File: src/rtl/iccm_frame_loader.sv
// UART boot loader: parses A5/N/BASE/data/CK frames into ICCM word writes.
// Ports: clk_i/rst_ni, rx_dv_i/rx_byte_i in; we_o/addr_o/wdata_o ICCM, hold_rst_o/busy_o/done_o/err_o status.
module iccm_frame_loader #(
  parameter int unsigned AddrW         = 12,
  parameter int unsigned DataW         = 32,
  parameter logic [7:0]  Magic         = 8'hA5,
  parameter int unsigned TimeoutCycles = 1000000
) (
  input  logic             clk_i,
  input  logic             rst_ni,
  input  logic             rx_dv_i,
  input  logic [7:0]       rx_byte_i,
  output logic             we_o,
  output logic [AddrW-1:0] addr_o,
  output logic [DataW-1:0] wdata_o,
  output logic             hold_rst_o,
  output logic             busy_o,
  output logic             done_o,
  output logic [1:0]       err_o
);

  localparam int unsigned TW = $clog2(TimeoutCycles + 1);
  localparam logic [TW-1:0] TLast = TW'(TimeoutCycles - 1);
  localparam logic [16:0] Depth = 17'(2 ** AddrW);

  typedef enum logic [2:0] {
    S_IDLE, S_HDR, S_DATA, S_CSUM, S_DONE, S_ERR
  } state_e;

  state_e state_q, state_d;
  logic [1:0] err_q, err_d;

  logic [1:0]       hcnt_q;
  logic [15:0]      n_q;
  logic [7:0]       base_lo_q;
  logic [AddrW-1:0] base_q;
  logic [7:0]       sum_q;
  logic [1:0]       bcnt_q;
  logic [DataW-9:0] asm_q;
  logic [16:0]      widx_q;
  logic [TW-1:0]    tcnt_q;
  logic             we_q;
  logic [AddrW-1:0] addr_q;
  logic [DataW-1:0] wdata_q;

  logic        is_magic, start, active;
  logic        hdr_last, hdr_bad, words_done;
  logic        tmo, ck_ok;
  logic [7:0]  sum_nxt;
  logic [15:0] base_full;

  assign is_magic   = rx_dv_i && (rx_byte_i == Magic);
  assign start      = is_magic && (state_q == S_IDLE ||
                                   state_q == S_DONE ||
                                   state_q == S_ERR);
  assign active     = (state_q == S_HDR) || (state_q == S_DATA) ||
                      (state_q == S_CSUM);
  assign sum_nxt    = sum_q + rx_byte_i;
  assign ck_ok      = (sum_nxt == 8'h00);
  assign hdr_last   = rx_dv_i && (hcnt_q == 2'd3);
  assign base_full  = {rx_byte_i, base_lo_q};
  assign hdr_bad    = ({1'b0, n_q} > Depth) ||
                      ((base_full >> AddrW) != 16'd0);
  // True only in the cycle the final write pulse is out; a byte then is CK.
  assign words_done = (widx_q == {1'b0, n_q});
  assign tmo        = !rx_dv_i && (tcnt_q == TLast);

  always_ff @(posedge clk_i) begin
    if (!rst_ni) begin
      state_q <= S_IDLE;
      err_q   <= 2'd0;
    end else begin
      state_q <= state_d;
      err_q   <= err_d;
    end
  end

  always_comb begin
    state_d = state_q;
    err_d   = err_q;
    unique case (state_q)
      S_IDLE: begin
        if (is_magic) begin
          state_d = S_HDR;
          err_d   = 2'd0;
        end
      end
      S_HDR: begin
        if (tmo) begin
          state_d = S_ERR;
          err_d   = 2'd3;
        end else if (hdr_last) begin
          if (hdr_bad) begin
            state_d = S_ERR;
            err_d   = 2'd1;
          end else if (n_q == 16'd0) begin
            state_d = S_CSUM;
          end else begin
            state_d = S_DATA;
          end
        end
      end
      S_DATA: begin
        if (words_done) begin
          if (rx_dv_i) begin
            state_d = ck_ok ? S_DONE : S_ERR;
            err_d   = ck_ok ? 2'd0 : 2'd2;
          end else begin
            state_d = S_CSUM;
          end
        end else if (tmo) begin
          state_d = S_ERR;
          err_d   = 2'd3;
        end
      end
      S_CSUM: begin
        if (tmo) begin
          state_d = S_ERR;
          err_d   = 2'd3;
        end else if (rx_dv_i) begin
          state_d = ck_ok ? S_DONE : S_ERR;
          err_d   = ck_ok ? 2'd0 : 2'd2;
        end
      end
      S_DONE: begin
        state_d = is_magic ? S_HDR : S_IDLE;
      end
      S_ERR: begin
        if (is_magic) begin
          state_d = S_HDR;
          err_d   = 2'd0;
        end
      end
      default: state_d = S_IDLE;
    endcase
  end

  always_ff @(posedge clk_i) begin
    if (!rst_ni) begin
      hcnt_q    <= '0;
      n_q       <= '0;
      base_lo_q <= '0;
      base_q    <= '0;
      sum_q     <= '0;
      bcnt_q    <= '0;
      asm_q     <= '0;
      widx_q    <= '0;
      tcnt_q    <= '0;
      we_q      <= 1'b0;
      addr_q    <= '0;
      wdata_q   <= '0;
    end else begin
      we_q <= 1'b0;
      if (start) begin
        hcnt_q <= '0;
        sum_q  <= '0;
        bcnt_q <= '0;
        widx_q <= '0;
        tcnt_q <= '0;
      end else if (active) begin
        tcnt_q <= rx_dv_i ? '0 : tcnt_q + 1'b1;
        if (rx_dv_i) sum_q <= sum_nxt;
      end
      if (state_q == S_HDR && rx_dv_i) begin
        hcnt_q <= hcnt_q + 2'd1;
        unique case (hcnt_q)
          2'd0: n_q[7:0]  <= rx_byte_i;
          2'd1: n_q[15:8] <= rx_byte_i;
          2'd2: base_lo_q <= rx_byte_i;
          default: base_q <= base_full[AddrW-1:0];
        endcase
      end
      if (state_q == S_DATA && rx_dv_i && !words_done) begin
        bcnt_q <= bcnt_q + 2'd1;
        asm_q  <= {rx_byte_i, asm_q[DataW-9:8]};
        if (bcnt_q == 2'd3) begin
          we_q    <= 1'b1;
          addr_q  <= base_q + widx_q[AddrW-1:0];
          wdata_q <= {rx_byte_i, asm_q};
          widx_q  <= widx_q + 17'd1;
        end
      end
    end
  end

  always_comb begin
    we_o       = we_q;
    addr_o     = addr_q;
    wdata_o    = wdata_q;
    err_o      = err_q;
    busy_o     = active;
    hold_rst_o = active || (state_q == S_ERR);
    done_o     = (state_q == S_DONE);
  end

endmodule

File: config.mk
export PLATFORM = sky130hd
export DESIGN_NAME = iccm_frame_loader
export DESIGN_NICKNAME = d
export VERILOG_FILES = /design/src/rtl/iccm_frame_loader.sv
export SDC_FILE = /design/constraint.sdc
export NUM_CORES = 1
export LEC_CHECK = 0
export BUFFER_PORTS_ARGS = -buffer_cell sky130_fd_sc_hd__buf_4
export CAP_MARGIN = 10
export CORE_MARGIN = 3
export CORE_UTILIZATION = 50
export CTS_CLUSTER_SIZE = 8
export DETAILED_ROUTE_END_ITERATION = 16
export HOLD_SLACK_MARGIN = 0.06
export PLACE_DENSITY = 0.78
export SLEW_MARGIN = 20
export SYNTH_ARGS = -nofsm -noshare
export SYNTH_HDL_FRONTEND = slang
export SYNTH_SLANG_ARGS = --single-unit
export TNS_END_PERCENT = 50
File: constraint.sdc
create_clock -name clk_i -period 4.3 [get_ports clk_i]
set_input_delay 0.215 -clock clk_i [delete_from_list [all_inputs] [get_ports clk_i]]
set_output_delay 0.215 -clock clk_i [all_outputs]
set_load 0.01 [all_outputs]
==> flow_summary_export.csv, run 1 <==
group,metric,value,unit
yosys,syn_area_per_cell,7.88,um^2
grt,antenna_found_initial,0,
yosys,synthArstFlopShare,0,
job,cap_violations,0,
sta,rsz0062_at_grt,"false",
power_and_ir_drop,power_density,357,nW/um^2
critical_path,end_kind,"register",
routing,ant_nets,0,
clock_network,clk_path_buf_depth,2,
layout,nFillCells,1268,
placed_design,placed_area,7900,um^2
placed_design,place.gp.congestion,0.885,
sta,period_share,0.671,
grt,overflow,0,
grt,grt_pass1_wl,30200,um
critical_path,cp_max_fo,54,
status,status,"finished clean",
yosys,ys_top_cells_by_area,"dfxtp_1 (43%), nand2_1 (11%), a21oi_1 (9.1%)",
layout,instances_no_fill,1163,
layout,area_delta_synth_final,14.7,%
clock_network,clk_latency,430,ps
layout,diodes,0,
sta,fin_setup_tns,0,ps
clock_network,cts-root-buf,"clkbuf_16",
grt,grt_max_degree,55,
grt,grt_pass1_vias,6253,
sta,maxSlewHeadroom,0.341,
critical_path,cp_slowest_cell,"dfxtp_1",
floorplan,io_pins,61,
sta,setup_viol,0,
critical_path,critical_path_required,4650,ps
power_and_ir_drop,p_clk_frac,0.490,
power_and_ir_drop,combPwrFrac,0.023,
routing,via_per_inst,5.67,
clock_network,hold_buffers,0,
routing,drcViolationCount,0,
floorplan,die_w,128,um
sta,hold_viol,0,
clock_network,clk_pin_slew,70,ps
critical_path,worstPathArrival,3240,ps
yosys,synth_area_leader_cell,"dfxtp_1",
sta,maxSlewViolCount,0,
clock_network,clock-sinks,159,
layout,final_area,8470,um^2
routing,vias,6591,
power_and_ir_drop,sw_frac_of_total,0.237,
layout,layout-drive-gt1-share,0.110,
clock_network,h-tree-depth,4,
clock_network,cts_tree,"built",
critical_path,critical_path_buf_inv_count,1,
clock_network,postCtsSetupBuffers,0,
placed_design,dp_cells,1131,
critical_path,path_class,"register to register",
yosys,ys_types,57,
grt,grt_usage,0.227,
power_and_ir_drop,pwr-share-seq,0.487,
clock_network,cts-resized-gates,0,
yosys,synth-seq-cells,159,
sta,period_needed,2880,ps
sta,fin_hold_ws,105,ps
floorplan,core-area,14100,um^2
yosys,netlist_area,7390,um^2
placed_design,portBuffers,60,
yosys,synth-edff-count,0,
sta,fin_skew,11.8,ps
power_and_ir_drop,peakVddDrop,0.311,mV
sta,worst_slew_pin_slew,983,ps
yosys,seq_area_frac_synth,0.431,
critical_path,path_cells,"nor2b_1 > and2_0 > o211a_1 > buf_4 > nand4_1 > or3_1 > a21oi_1",
routing,wl_per_cell,15.6,um
clock_network,cts_buffers,17,
yosys,syn-num-nets,975,
yosys,synthCells,937,
yosys,ys_warn_count,0,
min_path,hold_class,"input pin to register",
critical_path,crit_path_start_kind,"register",
yosys,synth_commonest_cells,"nand2_1 (223), dfxtp_1 (159), a21oi_1 (135), nor2_1 (64), nand3_1 (50)",
floorplan,start_util,0.522,
floorplan,die-area,16300,um^2
power_and_ir_drop,p_total,0.00302,W
routing,wirelength,18100,um
placed_design,dp_hpwl,12100,um
power_and_ir_drop,intPower,0.00231,W
yosys,yosys_most_used_dff,"dfxtp_1",
sta,fmax,347,MHz
power_and_ir_drop,p_switching,0.000718,W
floorplan,num_rows,43,
routing,drt_iter0_drc,616,
critical_path,path_delay_family,"simple AND/OR/NAND/NOR gates",
floorplan,die_h,128,um
critical_path,slowest_delay,710,ps
power_and_ir_drop,power_leakage,3.20,nW
yosys,synth_top_area_frac,0.431,
layout,fin_nets,1008,
routing,drt_pre_antenna_iters,7,
yosys,post-synth-top-count-cell,"nand2_1",
-- metal layers --
metal,track usage,vias to the layer above,share of wire
met2,0.372,182,0.48
met3,0.0510,43,0.052
li1,-,3285,-
met4,0.0833,0,0.024
met1,0.294,3081,0.45
met5,0,-,0
-- layout make-up --
type	instances	area [um^2]	area share
Multi-Input combinational cell	712	3940	0.465
Sequential cell	159	3180	0.376
Timing Repair Buffer	65	488	0.0576
Clock buffer	17	425	0.0502
Tap cell	180	225	0.0266
Clock inverter	15	154	0.0182
Inverter	15	57.6	0.00679
-- worst register-to-register path, stage by stage (launching register included) --
cell	delay, ps
dfxtp_1	710
nor2b_1	280
and2_0	310
o211a_1	190
buf_4	470
nand4_1	340
or3_1	380
a21oi_1	140
-- flip-flops by register name, summed over array words and instances (netlist names) --
name,count
widx_q,17
base_lo_q,8
sum_q,8
n_q,16
base_q,12
addr_o,12
asm_q,24
err_o,2
hcnt_q,2
wdata_o,32
state_q,3
we_o,1
bcnt_q,2
tcnt_q,20
-- through the flow --
step | util | worst slack [ps]
after floorplan | - | 1690
after global placement | 0.558 | 1460
after detailed placement | 0.558 | 1410
after CTS | 0.599 | 1470
after global routing | 0.599 | 1170
final | 0.599 | 1420
-- worst paths after layout --
check / start / end / slack [ps] / depth (start not counted)
setup reg to reg: state_q[1] / widx_q[15] / 1420 / 7
hold reg to reg: asm_q[7] / wdata_o[7] / 450 / 2
setup / recovery: state_q[1] / widx_q[15] / 1420 / 7
hold / removal: rst_ni / state_q[2] / 100 / 2
-- power groups by stage --
stage | registers, W | clock network, W | logic (W)
after detailed placement | 0.00151 | 0 | 0.0000698
after floorplan | 0.00151 | 0 | 0.0000382
after CTS | 0.00147 | 0.00149 | 0.0000699
after global routing | 0.00147 | 0.00157 | 0.0000763
after global placement | 0.00151 | 0 | 0.0000699
final | 0.00147 | 0.00148 | 0.0000701
-- cell families after synthesis --
family,share of synthesized area
compound gates,0.154
xor+xnor,0.0700
fa+ha+maj,0.0478
buf+inv,0.0366
flops,0.431
mux,0.00271
simple gates,0.258
-- placed cells by master, fill, tap and decap left out, types with 3 or more instances in the layout --
cell / instances
nand2_1: 223
dfxtp_1: 159
a21oi_1: 135
buf_4: 65
nor2_1: 64
nand3_1: 50
xor2_1: 32
xnor2_1: 27
ha_1: 25
o21ai_0: 18
clkbuf_16: 17
inv_1: 14
nor3_1: 14
and3_1: 14
nand4_1: 14
o21a_1: 8
a211oi_1: 7
or3_1: 7
nor4_1: 7
and2_1: 6
clkinv_4: 6
inv_6: 6
nor2b_1: 4
a31oi_1: 4
nand2b_1: 3
o211ai_1: 3
o31ai_1: 3
nor4b_1: 3
a221oi_1: 3
nand3b_1: 3
or2_2: 3
Note: power is estimated with default switching activity, not from simulation.
==> inputs of run 2 (changes only) <==
Clock period 4.3 ns to 2.89 ns, I/O delays scaled along.
==> run 2 against run 1 <==
Compared with the run above:
- clock-buffer cell count is 3 higher
- hold slack lost 40 ps
- sequential share of layout area shrank 1.1 points
- setup slack worse by 1300 ps
- global-route usage is 0.12 points lower
- total power up 53%
- non-clock buffer count increased by 25
- largest cell class unchanged
- clock power grew 57%
- routed wire length decreased by 0.24%
- sequential power rose by 49%
- final area is 3.0% higher
- register-to-register slack lost 1300 ps
==> flow_summary_export.csv, run 2 (synthesis gave the netlist of run 1 again) <==
group,metric,value,unit
min_path,hold_class,"input pin to register",
critical_path,path_class,"register to register",
clock_network,clock-sinks,159,
placed_design,place.gp.congestion,0.858,
clock_network,postCtsSetupBuffers,0,
sta,fin_skew,6.35,ps
power_and_ir_drop,power_density,531,nW/um^2
floorplan,io_pins,61,
floorplan,die-area,16300,um^2
critical_path,path_delay_family,"compound AO/OA/AOI/OAI gates",
critical_path,path_cells,"ha_1 > fa_1 > a211oi_2 > o21bai_1 > a21oi_1 > xnor2_1 > or4b_2 > o31ai_1 > a221oi_1",
placed_design,portBuffers,60,
layout,layout_common_cells,"nand2_1 (223), dfxtp_1 (159), a21oi_1 (135)",
layout,fin_nets,1033,
sta,fmax,360,MHz
sta,maxSlewHeadroom,0.378,
layout,area_delta_synth_final,18.2,%
layout,diodes,0,
critical_path,crit_path_start_kind,"register",
routing,wirelength,18100,um
floorplan,num_rows,43,
grt,grt_max_degree,69,
layout,multiInputGateArea,3950,um^2
routing,via_per_inst,5.59,
critical_path,critical_path_buf_inv_count,0,
clock_network,cts_buffers,17,
status,status,"finished clean",
critical_path,cp_slowest_cell,"or4b_2",
layout,layout-drive-gt1-share,0.123,
layout,layout_commonest_cell,"nand2_1",
sta,fin_hold_ws,65.1,ps
grt,grt_pass1_wl,30000,um
clock_network,clk_pin_slew,60,ps
clock_network,clk_latency,420,ps
grt,overflow,0,
grt,antenna_found_initial,0,
sta,setup_viol,0,
clock_network,cts-root-buf,"clkbuf_16",
floorplan,die_w,128,um
floorplan,die_h,128,um
clock_network,h-tree-depth,4,
routing,drcViolationCount,0,
placed_design,dp_hpwl,12300,um
routing,ant_nets,0,
critical_path,worstPathArrival,3070,ps
layout,regArea,3180,um^2
power_and_ir_drop,power_leakage,3.34,nW
job,cap_violations,0,
sta,fin_ws,111,ps
layout,instances_no_fill,1188,
routing,drt_pre_antenna_iters,5,
critical_path,slowest_delay,680,ps
placed_design,dp_cells,1147,
routing,vias,6646,
layout,nFillCells,1234,
clock_network,clk_path_buf_depth,2,
sta,hold_viol,0,
grt,grt_pass1_vias,6198,
routing,drt_iter0_drc,587,
sta,period_needed,2780,ps
sta,fin_setup_tns,0,ps
critical_path,cp_max_fo,3,
floorplan,start_util,0.522,
grt,grt_usage,0.226,
clock_network,cts_tree,"built",
sta,maxSlewViolCount,0,
critical_path,end_kind,"register",
sta,period_share,0.962,
critical_path,critical_path_required,3180,ps
layout,largest_reg_flops,32,
routing,wl_per_cell,15.2,um
sta,worst_slew_pin_slew,934,ps
placed_design,pre_cts_ws,44.2,ps
power_and_ir_drop,peakVddDrop,0.391,mV
floorplan,core-area,14100,um^2
## run 2: cell count changes in the layout (fill, tap and decap cells not counted)
cell           delta
inv_8             -1
clkbuf_1          +1
inv_6             -5
clkbuf_8          +2
clkinv_4          -1
a211oi_1          -1
dlygate4sd3_1     +9
buf_4            +16
clkinv_2          +2
a211oi_2          +1
bufinv_16         +2
## run 2: layout make-up
cell class                      instances  area share
Multi-Input combinational cell        712       0.452
Timing Repair Buffer                   90      0.0800
Clock inverter                         12      0.0184
Sequential cell                       159       0.365
Inverter                               15     0.00659
Tap cell                              180      0.0258
Clock buffer                           20      0.0523
## run 2: worst paths after layout
kind / startpoint / endpoint / slack [ps] / depth (start not counted)
worst max-delay path: sum_q[0] / err_o[1] / 110 / 9
worst min-delay path: rx_byte_i[0] / wdata_o[24] / 70 / 3
worst max register to register: sum_q[0] / err_o[1] / 110 / 9
worst min register to register: base_lo_q[3] / base_q[3] / 450 / 2
## run 2: where the power goes
| group | internal (W) | switching (W) | leakage, nW |
|---|---|---|---|
| combinational | 0.0000366 | 0.0000830 | 1.76 |
| clock | 0.00141 | 0.000914 | 0.301 |
| sequential | 0.00219 | 0.000000388 | 1.28 |
| total | 0.00364 | 0.000997 | 3.34 |
## run 2: through the flow
step	util	area, um^2	total power, W
after floorplan	-	7390	0.00230
after global placement	0.566	8020	0.00235
after detailed placement	0.566	8020	0.00235
after CTS	0.616	8720	0.00466
after global routing	0.617	8730	0.00477
final	0.617	8730	0.00464
## run 2: metal layers
metal | up-vias | global-route usage | part of all wire
met2 | 177 | 0.374 | 0.49
met5 | - | 0 | 0
met1 | 3119 | 0.297 | 0.44
met4 | 0 | 0.0700 | 0.016
met3 | 24 | 0.0452 | 0.059
li1 | 3326 | - | -
## run 2: what timing repair did
item,CTS,global route
setup endpoints to repair,0,1
hold buffers,9,0
gates resized for setup,0,1
hold endpoints to repair,22,0
## run 2: worst reg2reg max path, cell delays in order (launching register included)
cell and delay (ps):
dfxtp_1 310, ha_1 200, fa_1 440, a211oi_2 290
o21bai_1 110, a21oi_1 190, xnor2_1 110, or4b_2 680
o31ai_1 210, a221oi_1 110
